File: config.mk
export PLATFORM = sky130hd
export DESIGN_NAME = uart_tx_param
export DESIGN_NICKNAME = d
export VERILOG_FILES = /design/src/rtl/uart_tx_param.sv
export SDC_FILE = /design/constraint.sdc
export NUM_CORES = 1
export LEC_CHECK = 0
export ABC_AREA = 1
export CELL_PAD_IN_SITES_DETAIL_PLACEMENT = 0
export CELL_PAD_IN_SITES_GLOBAL_PLACEMENT = 2
export CORE_MARGIN = 2
export CORE_UTILIZATION = 36
export CTS_CLUSTER_DIAMETER = 120
export DETAILED_ROUTE_END_ITERATION = 8
export PLACE_DENSITY_LB_ADDON = 0.3
export SLEW_MARGIN = 0
export SYNTH_ARGS = -nofsm -noshare
export SYNTH_HDL_FRONTEND = slang
export SYNTH_SLANG_ARGS = --single-unit
File: constraint.sdc
create_clock -name clock -period 3.85 [get_ports clock]
set_input_delay 0.77 -clock clock [delete_from_list [all_inputs] [get_ports clock]]
set_output_delay 0.77 -clock clock [all_outputs]
set_load 0.01 [all_outputs]
File: src/rtl/uart_tx_param.sv
// uart_tx_param: UART transmitter with input FIFO, runtime baud divisor and 1/2 stop bits.
// Optional parity (parity_mode input, PARITY state) is built when UART_TX_PARITY_EN is defined.
module uart_tx_param #(
  parameter int unsigned DATA_BITS  = 8,
  parameter int unsigned FIFO_DEPTH = 4,
  parameter int unsigned DIV_WIDTH  = 16
) (
  input  logic                        clock,
  input  logic                        reset,
  input  logic [DIV_WIDTH-1:0]        div,
  input  logic                        two_stop,
`ifdef UART_TX_PARITY_EN
  input  logic [1:0]                  parity_mode,
`endif
  input  logic [DATA_BITS-1:0]        in_data,
  input  logic                        in_valid,
  output logic                        in_ready,
  output logic [$clog2(FIFO_DEPTH):0] fifo_count,
  output logic                        tx,
  output logic                        busy
);

  localparam int unsigned PTR_W = $clog2(FIFO_DEPTH);
  localparam int unsigned CNT_W = PTR_W + 1;
  localparam int unsigned IDX_W = $clog2(DATA_BITS);
  localparam logic [IDX_W-1:0] LAST_IDX = IDX_W'(DATA_BITS - 1);

  typedef enum logic [2:0] {
    S_IDLE   = 3'd0,
    S_START  = 3'd1,
    S_DATA   = 3'd2,
`ifdef UART_TX_PARITY_EN
    S_PARITY = 3'd4,
`endif
    S_STOP   = 3'd3
  } state_t;

  // FIFO storage and bookkeeping
  logic [DATA_BITS-1:0] r_mem [FIFO_DEPTH];
  logic [PTR_W-1:0]     r_wr_ptr;
  logic [PTR_W-1:0]     r_rd_ptr;
  logic [CNT_W-1:0]     r_count;
  logic                 r_in_ready;

  // Frame engine registers
  state_t               r_state;
  logic                 r_tx;
  logic                 r_busy;
  logic [DIV_WIDTH-1:0] r_cnt;
  logic [DIV_WIDTH-1:0] r_div;
  logic [IDX_W-1:0]     r_bit_idx;
  logic                 r_stop_idx;
  logic                 r_two_stop;
  logic [DATA_BITS-1:0] r_shift;
`ifdef UART_TX_PARITY_EN
  logic                 r_par_en;
  logic                 r_par_bit;
  logic                 w_par_en_n;
  logic                 w_par_bit_n;
`endif

  state_t               w_state_n;
  logic                 w_tx_n;
  logic                 w_busy_n;
  logic [DIV_WIDTH-1:0] w_cnt_n;
  logic [DIV_WIDTH-1:0] w_div_n;
  logic [IDX_W-1:0]     w_bit_idx_n;
  logic                 w_stop_idx_n;
  logic                 w_two_stop_n;
  logic [DATA_BITS-1:0] w_shift_n;
  logic                 w_pop;
  logic                 w_push;
  logic                 w_fifo_ne;
  logic                 w_bit_end;
  logic [DIV_WIDTH-1:0] w_div_eff;
  logic [DATA_BITS-1:0] w_head;
  logic [CNT_W-1:0]     w_count_n;

  // A full FIFO ignores in_valid even when a pop frees a slot on the same edge
  assign w_push    = in_valid && r_in_ready;
  assign w_fifo_ne = (r_count != '0);
  assign w_head    = r_mem[r_rd_ptr];
  assign w_div_eff = (div < DIV_WIDTH'(2)) ? DIV_WIDTH'(2) : div;
  assign w_bit_end = (r_cnt == r_div - DIV_WIDTH'(1));

  always_comb begin
    w_count_n = r_count;
    case ({w_push, w_pop})
      2'b10:   w_count_n = r_count + CNT_W'(1);
      2'b01:   w_count_n = r_count - CNT_W'(1);
      default: w_count_n = r_count;
    endcase
  end

  always_ff @(posedge clock) begin
    if (w_push) r_mem[r_wr_ptr] <= in_data;
  end

  always_ff @(posedge clock or posedge reset) begin
    if (reset) begin
      r_wr_ptr   <= '0;
      r_rd_ptr   <= '0;
      r_count    <= '0;
      r_in_ready <= 1'b1;
    end else begin
      if (w_push) r_wr_ptr <= r_wr_ptr + PTR_W'(1);
      if (w_pop)  r_rd_ptr <= r_rd_ptr + PTR_W'(1);
      r_count    <= w_count_n;
      r_in_ready <= (w_count_n < CNT_W'(FIFO_DEPTH));
    end
  end

  // Next-state and next-output logic; a pop (load) can happen from IDLE or at the end of STOP
  always_comb begin
    w_state_n    = r_state;
    w_tx_n       = r_tx;
    w_busy_n     = r_busy;
    w_cnt_n      = r_cnt + DIV_WIDTH'(1);
    w_div_n      = r_div;
    w_bit_idx_n  = r_bit_idx;
    w_stop_idx_n = r_stop_idx;
    w_two_stop_n = r_two_stop;
    w_shift_n    = r_shift;
    w_pop        = 1'b0;
`ifdef UART_TX_PARITY_EN
    w_par_en_n   = r_par_en;
    w_par_bit_n  = r_par_bit;
`endif

    case (r_state)
      S_IDLE: begin
        w_tx_n   = 1'b1;
        w_busy_n = 1'b0;
        w_cnt_n  = '0;
        w_pop    = w_fifo_ne;
      end
      S_START: begin
        if (w_bit_end) begin
          w_cnt_n     = '0;
          w_tx_n      = r_shift[0];
          w_shift_n   = r_shift >> 1;
          w_bit_idx_n = '0;
          w_state_n   = S_DATA;
        end
      end
      S_DATA: begin
        if (w_bit_end) begin
          w_cnt_n = '0;
          if (r_bit_idx == LAST_IDX) begin
`ifdef UART_TX_PARITY_EN
            if (r_par_en) begin
              w_tx_n    = r_par_bit;
              w_state_n = S_PARITY;
            end else begin
              w_tx_n       = 1'b1;
              w_stop_idx_n = 1'b0;
              w_state_n    = S_STOP;
            end
`else
            w_tx_n       = 1'b1;
            w_stop_idx_n = 1'b0;
            w_state_n    = S_STOP;
`endif
          end else begin
            w_tx_n      = r_shift[0];
            w_shift_n   = r_shift >> 1;
            w_bit_idx_n = r_bit_idx + IDX_W'(1);
          end
        end
      end
`ifdef UART_TX_PARITY_EN
      S_PARITY: begin
        if (w_bit_end) begin
          w_cnt_n      = '0;
          w_tx_n       = 1'b1;
          w_stop_idx_n = 1'b0;
          w_state_n    = S_STOP;
        end
      end
`endif
      S_STOP: begin
        if (w_bit_end) begin
          w_cnt_n = '0;
          if (r_two_stop && !r_stop_idx) begin
            w_stop_idx_n = 1'b1;
          end else if (w_fifo_ne) begin
            w_pop = 1'b1;
          end else begin
            w_tx_n    = 1'b1;
            w_busy_n  = 1'b0;
            w_state_n = S_IDLE;
          end
        end
      end
      default: begin
        w_tx_n    = 1'b1;
        w_busy_n  = 1'b0;
        w_cnt_n   = '0;
        w_state_n = S_IDLE;
      end
    endcase

    // Pop the head word and start its frame on this same edge
    if (w_pop) begin
      w_shift_n    = w_head;
      w_div_n      = w_div_eff;
      w_two_stop_n = two_stop;
      w_tx_n       = 1'b0;
      w_busy_n     = 1'b1;
      w_cnt_n      = '0;
      w_state_n    = S_START;
`ifdef UART_TX_PARITY_EN
      w_par_en_n   = (parity_mode == 2'b01) || (parity_mode == 2'b10);
      w_par_bit_n  = (^w_head) ^ (parity_mode == 2'b10);
`endif
    end
  end

  always_ff @(posedge clock or posedge reset) begin
    if (reset) begin
      r_state    <= S_IDLE;
      r_tx       <= 1'b1;
      r_busy     <= 1'b0;
      r_cnt      <= '0;
      r_div      <= DIV_WIDTH'(2);
      r_bit_idx  <= '0;
      r_stop_idx <= 1'b0;
      r_two_stop <= 1'b0;
      r_shift    <= '0;
`ifdef UART_TX_PARITY_EN
      r_par_en   <= 1'b0;
      r_par_bit  <= 1'b0;
`endif
    end else begin
      r_state    <= w_state_n;
      r_tx       <= w_tx_n;
      r_busy     <= w_busy_n;
      r_cnt      <= w_cnt_n;
      r_div      <= w_div_n;
      r_bit_idx  <= w_bit_idx_n;
      r_stop_idx <= w_stop_idx_n;
      r_two_stop <= w_two_stop_n;
      r_shift    <= w_shift_n;
`ifdef UART_TX_PARITY_EN
      r_par_en   <= w_par_en_n;
      r_par_bit  <= w_par_bit_n;
`endif
    end
  end

  assign tx         = r_tx;
  assign busy       = r_busy;
  assign in_ready   = r_in_ready;
  assign fifo_count = r_count;

endmodule

==> results.tsv, run 1 <==
stage	metric	value	unit
status	status	finished, final reports clean	
floorplanning	Top-Level Pins	34	
critical_path	critical path class	register to register	
critical_path	Critical Path Fanout Max	34	
critical_path	Critical Path AT	3510	ps
detailed_routing	Detailed Routing Iterations Pass 1	4	
detailed_routing	DRC	0	
sta	min cycle time layout	3270	ps
floorplanning	Die Area	13770	sq um
critical_path	Worst Path Required	4090	ps
sta	final setup vio count	0	
clock_tree	H-tree levels	3	
synthesis	Net Count, Synth	571	
clock_tree	worst skew pair latency	350	ps
clock_tree	CTS root buffer	clkbuf_16	
cells_and_area	Layout Nets	604	
power	clock share of power	0.215	
sta	setup ws final	579.8	ps
power	Max VDD drop	492.0	uV
sta	Least-Margin Pin Slew	775.2	ps
sta	Tcrit/Tclk final	0.8494	
clock_tree	CTS Sinks	89	
sta	RSZ-0062 raised after global routing	no	
global_routing	largest net degree at the start of global routing	37	
placed_design	DP Wirelength	7.428	mm
global_routing	first-pass GRT wire length	17.89	mm
floorplanning	core area	12570	sq um
detailed_routing	post-route ant nets	0	
clock_tree	clock-pin slew on the worst setup and hold paths	80	ps
placed_design	pre-CTS setup slack	571.3	ps
synthesis	Synth async-reset ratio	0.6404	
placed_design	Routability Congestion	0.8431	
detailed_routing	drt total wl	10.32	mm
global_routing	initial antenna violation count	0	
clock_tree	# Post-CTS Setup Buffers	0	
synthesis	register bit total from synthesis	89	
cells_and_area	Non-Filler Instances	739	
sta	Setup TNS	0	ps
synthesis	most common flop cell mapped by yosys	dfrtp_1	
floorplanning	Std-Cell Rows	41	
sta	Setup Skew	6.811	ps
power	Final Total Pwr	4.161	mW
clock_tree	CTS tree	built	
clock_tree	post-cts sizing count	0	
floorplanning	Initial Utilization	0.3680	
floorplanning	Die W	117.4	microns
sta	Rel. slew slack	0.4813	
sta	Fin. Hold Viols	0	
synthesis	YS warnings	0	
synthesis	Post-synth EDFFs	32	
clock_tree	hold_buf cts	0	
global_routing	vias in the first global route	3501	
critical_path	CP Capture Type	register	
cells_and_area	fraction of layout cells with a size suffix above 1	0.07231	
detailed_routing	drt wl/cell	13.96	microns
synthesis	Synth Instances	529	
cells_and_area	diodes inserted	0	
synthesis	sequential element share of the synthesized area	0.5169	
cells_and_area	Area Overhead vs Synth	16.93	%
critical_path	crit path launch type	register	
placed_design	Inst Count DP	723	
cells_and_area	post-layout util	0.4304	
detailed_routing	1st-iter DRT viols	210	
power	internal power	2.384	mW
power	P_sw	1.777	mW
power	sw frac	0.4270	
synthesis	Synth Cell Area	4626	sq um
power	Comb pwr share	0.416	
power	Flop pwr share	0.369	
power	power density over the cells	769.2	nW/um^2
clock_tree	clk buf depth	2	
sta	fmax	305.8	MHz
floorplanning	Die Span Y	117.4	microns
detailed_routing	via count	3487	
cells_and_area	fill cell count	1242	
sta	Final Max Slew Viols	0	
power	Leak Pwr	2.356	nW
global_routing	global router's overall resource usage	0.1635	
detailed_routing	Via-to-Cell Ratio	4.719	
run	max cap viols	0	
hold_path	HP Class	register to register	
synthesis	syn avg cell area	8.744	sq um
global_routing	GRT overflow	0	
placed_design	number of port buffers	33	
synthesis	post-synthesis cell type count	39	
clock_tree	TritonCTS Buffers	9	
-- worst max-delay path: stages, from the launching register on --
cell and delay, ps:
dfstp_2 570, inv_1 70, ha_1 290, nand2_1 80, inv_1 40, nor3_1 180
nand3_1 110, nor3_2 270, nand2_2 160, o21ai_4 180, nand2_4 240, clkinv_4 100
ha_1 200, fa_1 420, mux2_2 260
-- cell usage after synthesis (all sizes together), types with 3 or more instances --
master | number | share of area
a21oi | 5 | 0.0054
buf | 9 | 0.014
clkbuf | 4 | 0.0032
clkinv | 3 | 0.0035
dfrtp | 54 | 0.29
dfstp | 3 | 0.017
edfxtp | 32 | 0.21
ha | 13 | 0.035
inv | 53 | 0.043
nand2 | 134 | 0.11
nand3 | 45 | 0.050
nand3b | 3 | 0.0049
nand4 | 5 | 0.0068
nor2 | 71 | 0.064
nor3 | 8 | 0.011
nor4 | 3 | 0.0041
o21ai | 40 | 0.046
o22ai | 8 | 0.011
xnor2 | 11 | 0.021
xor2 | 18 | 0.034
-- cell usage in the layout, fill, tap and decap left out, drive strengths merged, types with 5 or more instances in the layout --
master and count:
o22ai 8, nor2 71, nor3 8, nand4 5, ha 13, nand3 45, o21ai 40, clkbuf 9
clkinv 5, nand2 134, dfrtp 54, inv 58, xnor2 11, edfxtp 32, a21oi 5, xor2 18
clkdlybuf4s50 33
-- metrics by stage --
stage	hold WS [ps]	cell area, sq um
after detailed placement	470.0	5105
after global placement	462.9	5105
after global routing	525.9	5409
after floorplan	457.0	4626
after CTS	482.2	5409
final	478.9	5409
-- cells by family after synthesis --
group / Yosys count / synth area share
DFF: 89 / 0.5169
AOI/OAI and AO/OA: 55 / 0.06492
buffers and inverters: 69 / 0.06411
xor gates and xnor gates: 29 / 0.05491
adders and majority gates: 14 / 0.03949
and+or+nand+nor: 272 / 0.2572
muxes: 1 / 0.002434
-- cell type report --
| type | count | area (sq um) | share of cell area |
|---|---|---|---|
| timing repair buffer | 35 | 345.3 | 0.06384 |
| sequential | 89 | 2391 | 0.4421 |
| clock inverter | 7 | 78.83 | 0.01457 |
| tap | 172 | 215.2 | 0.03979 |
| multi-input combinational | 371 | 1938 | 0.3583 |
| inverter | 56 | 215.2 | 0.03979 |
| clock buffer | 9 | 225.2 | 0.04164 |
-- registers in the layout (all words and copies together) (netlist names), named ones only --
name and count:
fifo_count 2, r_bit_idx 3, r_div 16, tx 1, r_rd_ptr 2, busy 1
r_shift 8, r_wr_ptr 2, r_state 2, r_cnt 16, in_ready 1, r_mem 32
r_stop_idx 1, r_two_stop 1
-- power by group through the flow --
stage | clock network (mW) | logic, mW | registers, mW
floorplan | 0 | 1.39 | 1.47
global placement | 0 | 1.73 | 1.55
detailed placement | 0 | 1.75 | 1.55
CTS | 0.921 | 1.76 | 1.54
global route | 0.964 | 2.02 | 1.58
finish | 0.893 | 1.73 | 1.54
-- final timing paths --
path                       cells after the start                         to                  from  slack [ps]
hold reg to reg                                2             tx$_DFFE_PP1P_        tx$_DFFE_PP1P_         480
hold / removal                                 2             tx$_DFFE_PP1P_        tx$_DFFE_PP1P_         480
setup / recovery                              14  fifo_count[1]$_DFFE_PP0N_  r_div[1]$_DFFE_PP1P_         580
setup reg to reg                              14  fifo_count[1]$_DFFE_PP0N_  r_div[1]$_DFFE_PP1P_         580
min in group asynchronous                      2         r_cnt[5]$_DFF_PP0_                 reset         760
max in group asynchronous                      3             tx$_DFFE_PP1P_                 reset        2210
-- metal layers --
layer	wire length, microns	track usage	vias to the layer above
met1	5344	0.2310	1626
met2	4446	0.2482	57
li1	-	-	1790
met5	0	0	-
met3	304	0.02870	14
met4	219	0.06852	0
Note: power is estimated with default switching activity, not from simulation.
==> run 2, diff against run 1 <==
- clock period: 3.85 -> 3.1 ns (I/O delays scaled with it)
==> results.tsv, run 2 (synthesis gave the netlist of run 1 again) <==
stage	metric	value	unit	change
floorplanning	Die Area	13770	sq um	unchanged
critical_path	r2r setup slk	200	ps	-370 ps
floorplanning	Die Span Y	117.4	microns	unchanged
clock_tree	CTS root buffer	clkbuf_16		
global_routing	first-pass GRT wire length	17.62	mm	-1.5%
sta	Setup Skew	8.014	ps	+1.203 ps
sta	Rel. slew slack	0.5560		+0.07475
floorplanning	Die W	117.4	microns	unchanged
sta	final setup vio count	0		unchanged
sta	Least-Margin Pin Slew	665.0	ps	-110.2 ps
cells_and_area	biggest regs	r_mem (32), r_cnt (16), r_div (16)		
placed_design	number of port buffers	33		unchanged
run	max cap viols	0		unchanged
cells_and_area	max reg flops	32		unchanged
clock_tree	CTS Sinks	89		unchanged
hold_path	HP Class	register to register		
clock_tree	TritonCTS Buffers	9		unchanged
critical_path	critical path class	register to register		
clock_tree	hold_buf cts	0		unchanged
floorplanning	Initial Utilization	0.3680		unchanged
critical_path	Register-to-Register Path Depth	14		unchanged
sta	Fin. Hold Viols	0		unchanged
clock_tree	CTS tree	built		
critical_path	Critical Path Fanout Max	3		-91%
global_routing	GRT overflow	0		unchanged
critical_path	Worst Path Required	3340	ps	-750 ps
placed_design	Routability Congestion	0.8443		+0.14%
power	power density over the cells	961.7	nW/um^2	+25%
global_routing	global router's overall resource usage	0.1622		-0.001285
sta	hold slack final	476.4	ps	-2.497 ps
clock_tree	worst skew pair latency	350	ps	about the same
sta	fmax	345.4	MHz	+13%
cells_and_area	most common cell after layout, fill and taps aside	nand2_1		
detailed_routing	via count	3505		+0.52%
cells_and_area	fraction of layout cells with a size suffix above 1	0.09532		+0.02301
detailed_routing	post-route ant nets	0		unchanged
critical_path	CP Capture Type	register		
cells_and_area	Layout Nets	614		+1.7%
global_routing	largest net degree at the start of global routing	34		-8.1%
cells_and_area	fill cell count	1239		-0.24%
critical_path	crit path buf inv count	2		-1
cells_and_area	Area Overhead vs Synth	19.83	%	
cells_and_area	Biggest register	r_mem		
cells_and_area	Non-Filler Instances	749		+1.4%
hold_path	Hold Path Cell Cnt	2		unchanged
detailed_routing	Via-to-Cell Ratio	4.680		-0.83%
critical_path	slowest stage delay, CP	570	ps	about the same
sta	min cycle time layout	2895	ps	-375.1 ps
global_routing	initial antenna violation count	0		unchanged
placed_design	Inst Count DP	730		+0.97%
critical_path	crit path launch type	register		
sta	Setup TNS	0	ps	unchanged
critical_path	Crit-path slowest cell	dfstp_2		
sta	Final Max Slew Viols	0		unchanged
global_routing	vias in the first global route	3450		-1.5%
sta	RSZ-0062 raised after global routing	no		
sta	Tcrit/Tclk final	0.9339		+0.08449
cells_and_area	most frequent cells in the layout	nand2_1, nor2_1, dfrtp_1		
detailed_routing	drt total wl	10.25	mm	-0.64%
critical_path	CP most frequent cell	nand2_2		
critical_path	crit path cell chain	inv_1 -> ha_2 -> nand2_2 -> nor2_4 -> xor2_1 -> nand3_1 -> nor3_2 -> nand2_2 -> o21ai_4 -> nand2_4 -> clkinv_4 -> ha_1 -> fa_1 -> mux2_2		
floorplanning	Std-Cell Rows	41		unchanged
power	Max VDD drop	487.0	uV	-1.0%
detailed_routing	Detailed Routing Iterations Pass 1	4		unchanged
clock_tree	H-tree levels	3		unchanged
cells_and_area	diodes inserted	0		unchanged
detailed_routing	1st-iter DRT viols	176		-16%
clock_tree	clock-pin slew on the worst setup and hold paths	70	ps	about the same
detailed_routing	DRC	0		unchanged
status	status	finished, final reports clean		
critical_path	Crit path max-delay family	adder cells		
floorplanning	Top-Level Pins	34		unchanged
clock_tree	clk buf depth	2		unchanged
floorplanning	core area	12570	sq um	unchanged
critical_path	Worst path depth	14		unchanged
detailed_routing	drt wl/cell	13.68	microns	-2.0%
cells_and_area	post-layout util	0.4410		+0.01065
placed_design	DP Wirelength	7.420	mm	about the same
power	Leak Pwr	2.422	nW	+2.8%
critical_path	Critical Path AT	3130	ps	-380 ps
-- run 2: worst paths after layout --
path / to / from
setup / recovery: fifo_count[1]$_DFFE_PP0N_ / r_div[1]$_DFFE_PP1P_
hold / removal: tx$_DFFE_PP1P_ / tx$_DFFE_PP1P_
setup reg to reg: fifo_count[1]$_DFFE_PP0N_ / r_div[1]$_DFFE_PP1P_
hold reg to reg: tx$_DFFE_PP1P_ / tx$_DFFE_PP1P_
max in group asynchronous: tx$_DFFE_PP1P_ / reset
min in group asynchronous: r_wr_ptr[0]$_DFFE_PP0P_ / reset
-- run 2: worst reg2reg max path, cell delays in order, from the launching register on --
cell      delay [ps]
dfstp_2          570
inv_1             70
ha_2             190
nand2_2          150
nor2_4            60
xor2_1           120
nand3_1          110
nor3_2           250
nand2_2          120
o21ai_4          160
nand2_4           70
clkinv_4          50
ha_1             190
fa_1             420
mux2_2           260
-- run 2: final cells by class --
cell class                      count  area [sq um]  area share
Sequential cell                    89          2391      0.4314
Multi-Input combinational cell    371          1953      0.3524
Timing Repair Buffer               45         445.4     0.08036
Clock buffer                        9         225.2     0.04063
Inverter                           56         215.2     0.03883
Tap cell                          172         215.2     0.03883
Clock inverter                      7         97.59     0.01761
-- run 2: timing repair --
action	4_1_cts	5_1_grt
buffers inserted	0	3
resized for setup	0	6
setup endpoints to repair	0	3
-- run 2: through the flow --
step / total power, mW / instance area [sq um] / setup WS [ps]
after floorplan: 3.557 / 4626 / 137.4
after global placement: 4.128 / 5170 / 172.7
after detailed placement: 4.145 / 5170 / 105.7
after CTS: 5.347 / 5493 / 84.80
after global routing: 5.856 / 5543 / 15.71
final: 5.331 / 5543 / 205.0
-- run 2: where the power goes --
part,switching (mW),internal (mW),leakage [nW]
clock,0.508,0.651,0.158
sequential,0.336,1.58,1.01
combinational,1.38,0.872,1.25
total,2.22,3.11,2.42
-- run 2: routing by layer --
metal  global-route usage  up-vias  routed length, microns  part of all wire
met5                    0        -                       0                 0
met4              0.06024        0                     165             0.016
met3              0.03696       11                     432             0.042
met2               0.2350       60                    4376              0.43
met1               0.2365     1625                    5275              0.51
li1                     -     1809                       -                 -
